**src/rtl/pci_rr_arbiter.sv**
```systemverilog
// Round-robin PCI bus arbiter: registered active-low grants, grant timeout, bus-idle tracking.
// Define PCI_ARB_PARK_EN to park the idle bus on PARK_MASTER.
module pci_rr_arbiter #(
  parameter int N_MASTERS   = 5,
  parameter int OWNER_W     = 3,
  parameter int GNT_TIMEOUT = 16,
  parameter int PARK_MASTER = 0
) (
  input  logic                 clk,
  input  logic                 rst,
  input  logic [N_MASTERS-1:0] req_n,
  output logic [N_MASTERS-1:0] gnt_n,
  input  logic                 frame_n,
  input  logic                 irdy_n,
  output logic [OWNER_W-1:0]   bus_owner,
  output logic                 owner_valid,
  output logic                 timeout_pulse
);

  localparam int IDX_W = $clog2(N_MASTERS);
  // One spare count so timer + 1 can reach GNT_TIMEOUT without wrapping.
  localparam int TMR_W = $clog2(GNT_TIMEOUT + 2);
  localparam logic [TMR_W-1:0]   TMR_ONE   = TMR_W'(1);
  localparam logic [TMR_W-1:0]   TMR_LIMIT = TMR_W'(GNT_TIMEOUT);
  localparam logic [OWNER_W-1:0] LAST_RST  = OWNER_W'(N_MASTERS - 1);

  if (PARK_MASTER < 0 || PARK_MASTER >= N_MASTERS || (2 ** OWNER_W) < N_MASTERS) begin : g_bad_cfg
    $error("pci_rr_arbiter: invalid N_MASTERS/OWNER_W/PARK_MASTER combination");
  end

`ifdef PCI_ARB_PARK_EN
  localparam logic [OWNER_W-1:0]   PARK_IDX  = OWNER_W'(PARK_MASTER);
  localparam logic [N_MASTERS-1:0] PARK_MASK = N_MASTERS'(1) << PARK_MASTER;
`endif

  typedef enum logic [1:0] {
    IDLE = 2'd0,
    GNTD = 2'd1,
`ifdef PCI_ARB_PARK_EN
    BUSY = 2'd2,
    PARK = 2'd3
`else
    BUSY = 2'd2
`endif
  } state_t;

  state_t                 state, state_d;
  logic [N_MASTERS-1:0]   req;
  logic [N_MASTERS-1:0]   gnt_d;
  logic [OWNER_W-1:0]     owner_d;
  logic [OWNER_W-1:0]     last, last_d;
  logic [OWNER_W-1:0]     winner;
  logic                   valid_d;
  logic                   tmo_d;
  logic                   bus_idle;
  logic [TMR_W-1:0]       timer, timer_d, timer_inc;

  // First requester after 'last', wrapping; the closest candidate is evaluated last and wins.
  function automatic logic [OWNER_W-1:0] rr_pick(input logic [N_MASTERS-1:0] r,
                                                 input logic [OWNER_W-1:0]   lst);
    logic [OWNER_W-1:0] pick;
    logic [IDX_W-1:0]   sel;
    pick = '0;
    for (int k = N_MASTERS; k >= 1; k--) begin
      sel = IDX_W'((int'(lst) + k) % N_MASTERS);
      if (r[sel]) pick = OWNER_W'(sel);
    end
    return pick;
  endfunction

  function automatic logic [N_MASTERS-1:0] grant_vec(input logic [OWNER_W-1:0] idx);
    logic [N_MASTERS-1:0] v;
    v = '1;
    v[IDX_W'(idx)] = 1'b0;
    return v;
  endfunction

  assign req       = ~req_n;
  assign bus_idle  = frame_n & irdy_n;
  assign winner    = rr_pick(req, last);
  assign timer_inc = timer + TMR_ONE;

  always_comb begin
    state_d = state;
    gnt_d   = gnt_n;
    owner_d = bus_owner;
    valid_d = owner_valid;
    tmo_d   = 1'b0;
    timer_d = timer;
    last_d  = last;
    case (state)
      IDLE: begin
        if (|req) begin
          state_d = GNTD;
          gnt_d   = grant_vec(winner);
          owner_d = winner;
          valid_d = 1'b1;
          timer_d = '0;
        end
`ifdef PCI_ARB_PARK_EN
        else begin
          state_d = PARK;
          gnt_d   = grant_vec(PARK_IDX);
          owner_d = PARK_IDX;
          valid_d = 1'b1;
        end
`endif
      end
      GNTD: begin
        // Timeout outranks a frame_n seen on the same edge.
        if ((GNT_TIMEOUT != 0) && (timer_inc == TMR_LIMIT)) begin
          state_d = IDLE;
          gnt_d   = '1;
          valid_d = 1'b0;
          tmo_d   = 1'b1;
          last_d  = bus_owner;
        end else if (!frame_n) begin
          state_d = BUSY;
          last_d  = bus_owner;
        end else if (!req[IDX_W'(bus_owner)]) begin
          state_d = IDLE;
          gnt_d   = '1;
          valid_d = 1'b0;
        end else begin
          timer_d = timer_inc;
        end
      end
      BUSY: begin
        if (bus_idle) begin
          state_d = IDLE;
          gnt_d   = '1;
          valid_d = 1'b0;
        end
      end
`ifdef PCI_ARB_PARK_EN
      PARK: begin
        if ((req & ~PARK_MASK) != '0) begin
          state_d = IDLE;
          gnt_d   = '1;
          valid_d = 1'b0;
        end else if (req[IDX_W'(PARK_IDX)]) begin
          state_d = GNTD;
          timer_d = '0;
        end
      end
`endif
      default: begin
        state_d = IDLE;
        gnt_d   = '1;
        valid_d = 1'b0;
      end
    endcase
  end

  always_ff @(posedge clk or posedge rst) begin
    if (rst) begin
      state         <= IDLE;
      gnt_n         <= '1;
      bus_owner     <= '0;
      owner_valid   <= 1'b0;
      timeout_pulse <= 1'b0;
      last          <= LAST_RST;
      timer         <= '0;
    end else begin
      state         <= state_d;
      gnt_n         <= gnt_d;
      bus_owner     <= owner_d;
      owner_valid   <= valid_d;
      timeout_pulse <= tmo_d;
      last          <= last_d;
      timer         <= timer_d;
    end
  end

endmodule

```
**config.mk**
```make
export PLATFORM = sky130hd
export DESIGN_NAME = pci_rr_arbiter
export DESIGN_NICKNAME = d
export VERILOG_FILES = /design/src/rtl/pci_rr_arbiter.sv
export SDC_FILE = /design/constraint.sdc
export NUM_CORES = 1
export LEC_CHECK = 0
export BUFFER_PORTS_ARGS = -buffer_cell sky130_fd_sc_hd__buf_2
export CAP_MARGIN = 20
export CORE_AREA = 3 3 96 98
export CTS_CLUSTER_DIAMETER = 200
export DETAILED_ROUTE_END_ITERATION = 10
export DIE_AREA = 0 0 99 101
export PLACE_DENSITY = 0.54
export SLEW_MARGIN = 20
export SYNTH_ARGS = -nofsm -noshare
export SYNTH_HDL_FRONTEND = slang
export SYNTH_SLANG_ARGS = --single-unit
```
**constraint.sdc**
```tcl
create_clock -name clk -period 12.35 [get_ports clk]
set_clock_uncertainty 0.05 [all_clocks]
set_input_delay 0.6175 -clock clk [delete_from_list [all_inputs] [get_ports clk]]
set_output_delay 0.6175 -clock clk [all_outputs]
set_load 0.005 [all_outputs]
```
==> impl_results.md <==
* Routed WL at 6.98 mm
* Total GRT Usage at 14.3%
* Fin. Hold Viols at 0
* Syn_nets at 361
* Flops & latches, synth at 20
* Seq/Total Area, Yosys at 19.1%
* Max stage delay on crit path at 700 ps
* Share of layout cells above drive strength 1 at 16.9%
* CTS resizes at 0
* CTS tree: done
* Die area at 10000 um2
* Pre-CTS setup slack at 7360 ps
* Fin nets at 371
* Cells after Synth at 329
* DRT Pass-1 Iters at 5
* CTS Sinks at 20
* Most common cell in the synthesized netlist: nand2_1
* Crit Path Category: flop to flop
* Critical path buffer and inverter count at 3
* Post-DR vias/cell at 5.61
* Antenna violations before repair at 0
* Effective utilization at floorplan at 31.1%
* Status: complete, no violations
* Ys flop type: dfrtp_1
* DP Wirelength at 5.28 mm
* Clk_lat worst skew at 260 ps
* Congestion Overflow GR at 0
* Most frequent cells after synthesis: nand2_1, ha_1, inv_1
* Crit path top cell by count: ha_1
* Crit path DAT at 5180 ps
* RSZ-0062 raised after global routing: no
* Num CTS Buffers at 3
* Post-CTS Hold Fix Bufs at 0
* Final setup violation count at 0
* Antenna cells at 0
* Post-synth ARST share at 100%
* Pins Over Slew Limit at 0
* Die H at 101 um
* Largest area contributor in the netlist: dfrtp_1
* Violation count after the first detailed-route iteration at 104
* Mapped Avg Cell Area at 8.09 um2
* Unique masters post-synth at 71
* First-pass GRT wire length at 11.9 mm
* Critical path's slowest cell: ha_1
* CP delay by family, top: adder cells
* Clk buf depth at 2
* Synth area leaders: dfrtp_1, ha_1, dfstp_2
* Htree depth at 1
* Number of global-route vias before repair at 2385
* Antenna-violating nets left at 0
* Slew HR at 49.6%
* Cells along the critical path: buf_4, inv_1, ha_1, ha_1, nor4b_1, or3_1, xnor2_1, inv_1, ha_1, mux2_2, a21oi_1, a211oi_1, mux2i_1, nor2b_1, a221oi_1, nor4_1, o21ai_0, a31oi_1
* Chip width at 99 um
* Worst setup SP type: flop
* TNS Setup at 0 ps
* Drc violations at 0
* Root buffer cell: clkbuf_8
* MaxCap Viol Count at 0
* EDFF count, synth at 0
* Rows at 34
* # port buffers at 18
* Final period utilization at 40.8%
* Layout area overhead at 9.36%
* FMAX at 0.199 GHz
* Netlist Area Pre-Place at 2660 um2
* Average wire per standard cell at 15.6 um
* CP required at 12490 ps
* Largest net degree at the start of global routing at 27
* Worst hold-check path type: primary input to asynchronous set/reset pin
* Synth warnings at 0
* GPL Wtd Cong at 0.892
* CTS clock-pin slew for the worst setup and hold paths at 80 ps
* Final WS setup at 7310 ps
* Minimum clock period after layout at 5040 ps
* Setup repair bufs after CTS at 0
* Via Count at 2502
* Crit-path max FO at 26
* I/O Pins at 19
* Core outline area at 8550 um2
* Worst slew pin tran at 755 ps
* Synth top area share at 13.2%
* R2R Setup Slk at 7310 ps
* CP endpoint kind: flop
* Fill count at 874
==> placed cells by master (no fill, tap or decap), types with 6 or more instances in the layout <==
cell type | synthesis | routed
and2_1 | 6 | 6
nand2_1 | 25 | 25
nand3_1 | 10 | 10
dfstp_2 | 6 | 6
inv_1 | 22 | 22
nand2b_1 | 7 | 7
mux2i_1 | 13 | 13
a21oi_1 | 17 | 17
buf_2 | 2 | 18
dfrtp_1 | 14 | 14
o21ai_0 | 19 | 19
ha_1 | 23 | 23
mux2_2 | 7 | 7
a211oi_1 | 6 | 6
or3_1 | 6 | 6
nor2_1 | 19 | 19
o211ai_1 | 7 | 7
==> final cells by class <==
| class | count | area, um2 | share of cell area [%] |
|---|---|---|---|
| Clock buffer | 3 | 41.3 | 1.42 |
| Clock inverter | 1 | 30.0 | 1.03 |
| Inverter | 25 | 93.8 | 3.23 |
| Multi-Input combinational cell | 270 | 2000 | 68.9 |
| Sequential cell | 20 | 508 | 17.5 |
| Tap cell | 108 | 135 | 4.65 |
| Timing Repair Buffer | 19 | 97.6 | 3.35 |
==> flip-flops by register name, indices dropped and copies added, names as in the netlist <==
signal	flops
timeout_pulse	1
bus_owner	3
timer	5
gnt_n	5
state	2
last	3
owner_valid	1
==> logic make-up after synthesis <==
kind of cell	share of synthesized area (%)
AOI/OAI and AO/OA	27.5
xor gates and xnor gates	2.54
adders and majority gates	10.8
buffers and inverters	5.60
DFF	19.1
muxes	10.4
and+or+nand+nor	24.0
==> metrics by stage <==
step	std cells	util (%)	area [um2]	hold slack, ps
after floorplan	329	-	2660	410
after global placement	442	33.2	2840	444
after detailed placement	442	33.2	2840	444
after CTS	446	34.0	2910	448
after global routing	446	34.0	2910	479
final	446	34.0	2910	423
==> per-layer routing <==
metal	wire, um	GRT usage [%]
met2	3260	23.7
met5	0	0
met3	201	2.01
met1	3480	19.9
met4	33	2.42
==> worst register-to-register path: stages (launching register included) <==
cell and delay, ps:
dfrtp_1 460, buf_4 350, inv_1 150, ha_1 700
ha_1 330, nor4b_1 70, or3_1 430, xnor2_1 220
inv_1 110, ha_1 360, mux2_2 340, a21oi_1 190
a211oi_1 100, mux2i_1 200, nor2b_1 160, a221oi_1 80
nor4_1 250, o21ai_0 230, a31oi_1 210
==> path summary, 6_finish.rpt <==
path	startpoint	end	cells after the start
min reg2reg	gnt_n[1]	gnt_n[1]	2
max in group asynchronous	rst	state[1]	2
min	rst	timer[3]	2
min in group clk	gnt_n[1]	gnt_n[1]	2
max reg2reg	last[0]	gnt_n[1]	18
max	last[0]	gnt_n[1]	18
Power is left out: the tool's default activity adds up to more than one toggle a clock period on the data nets, which glitch-free logic cannot reach.
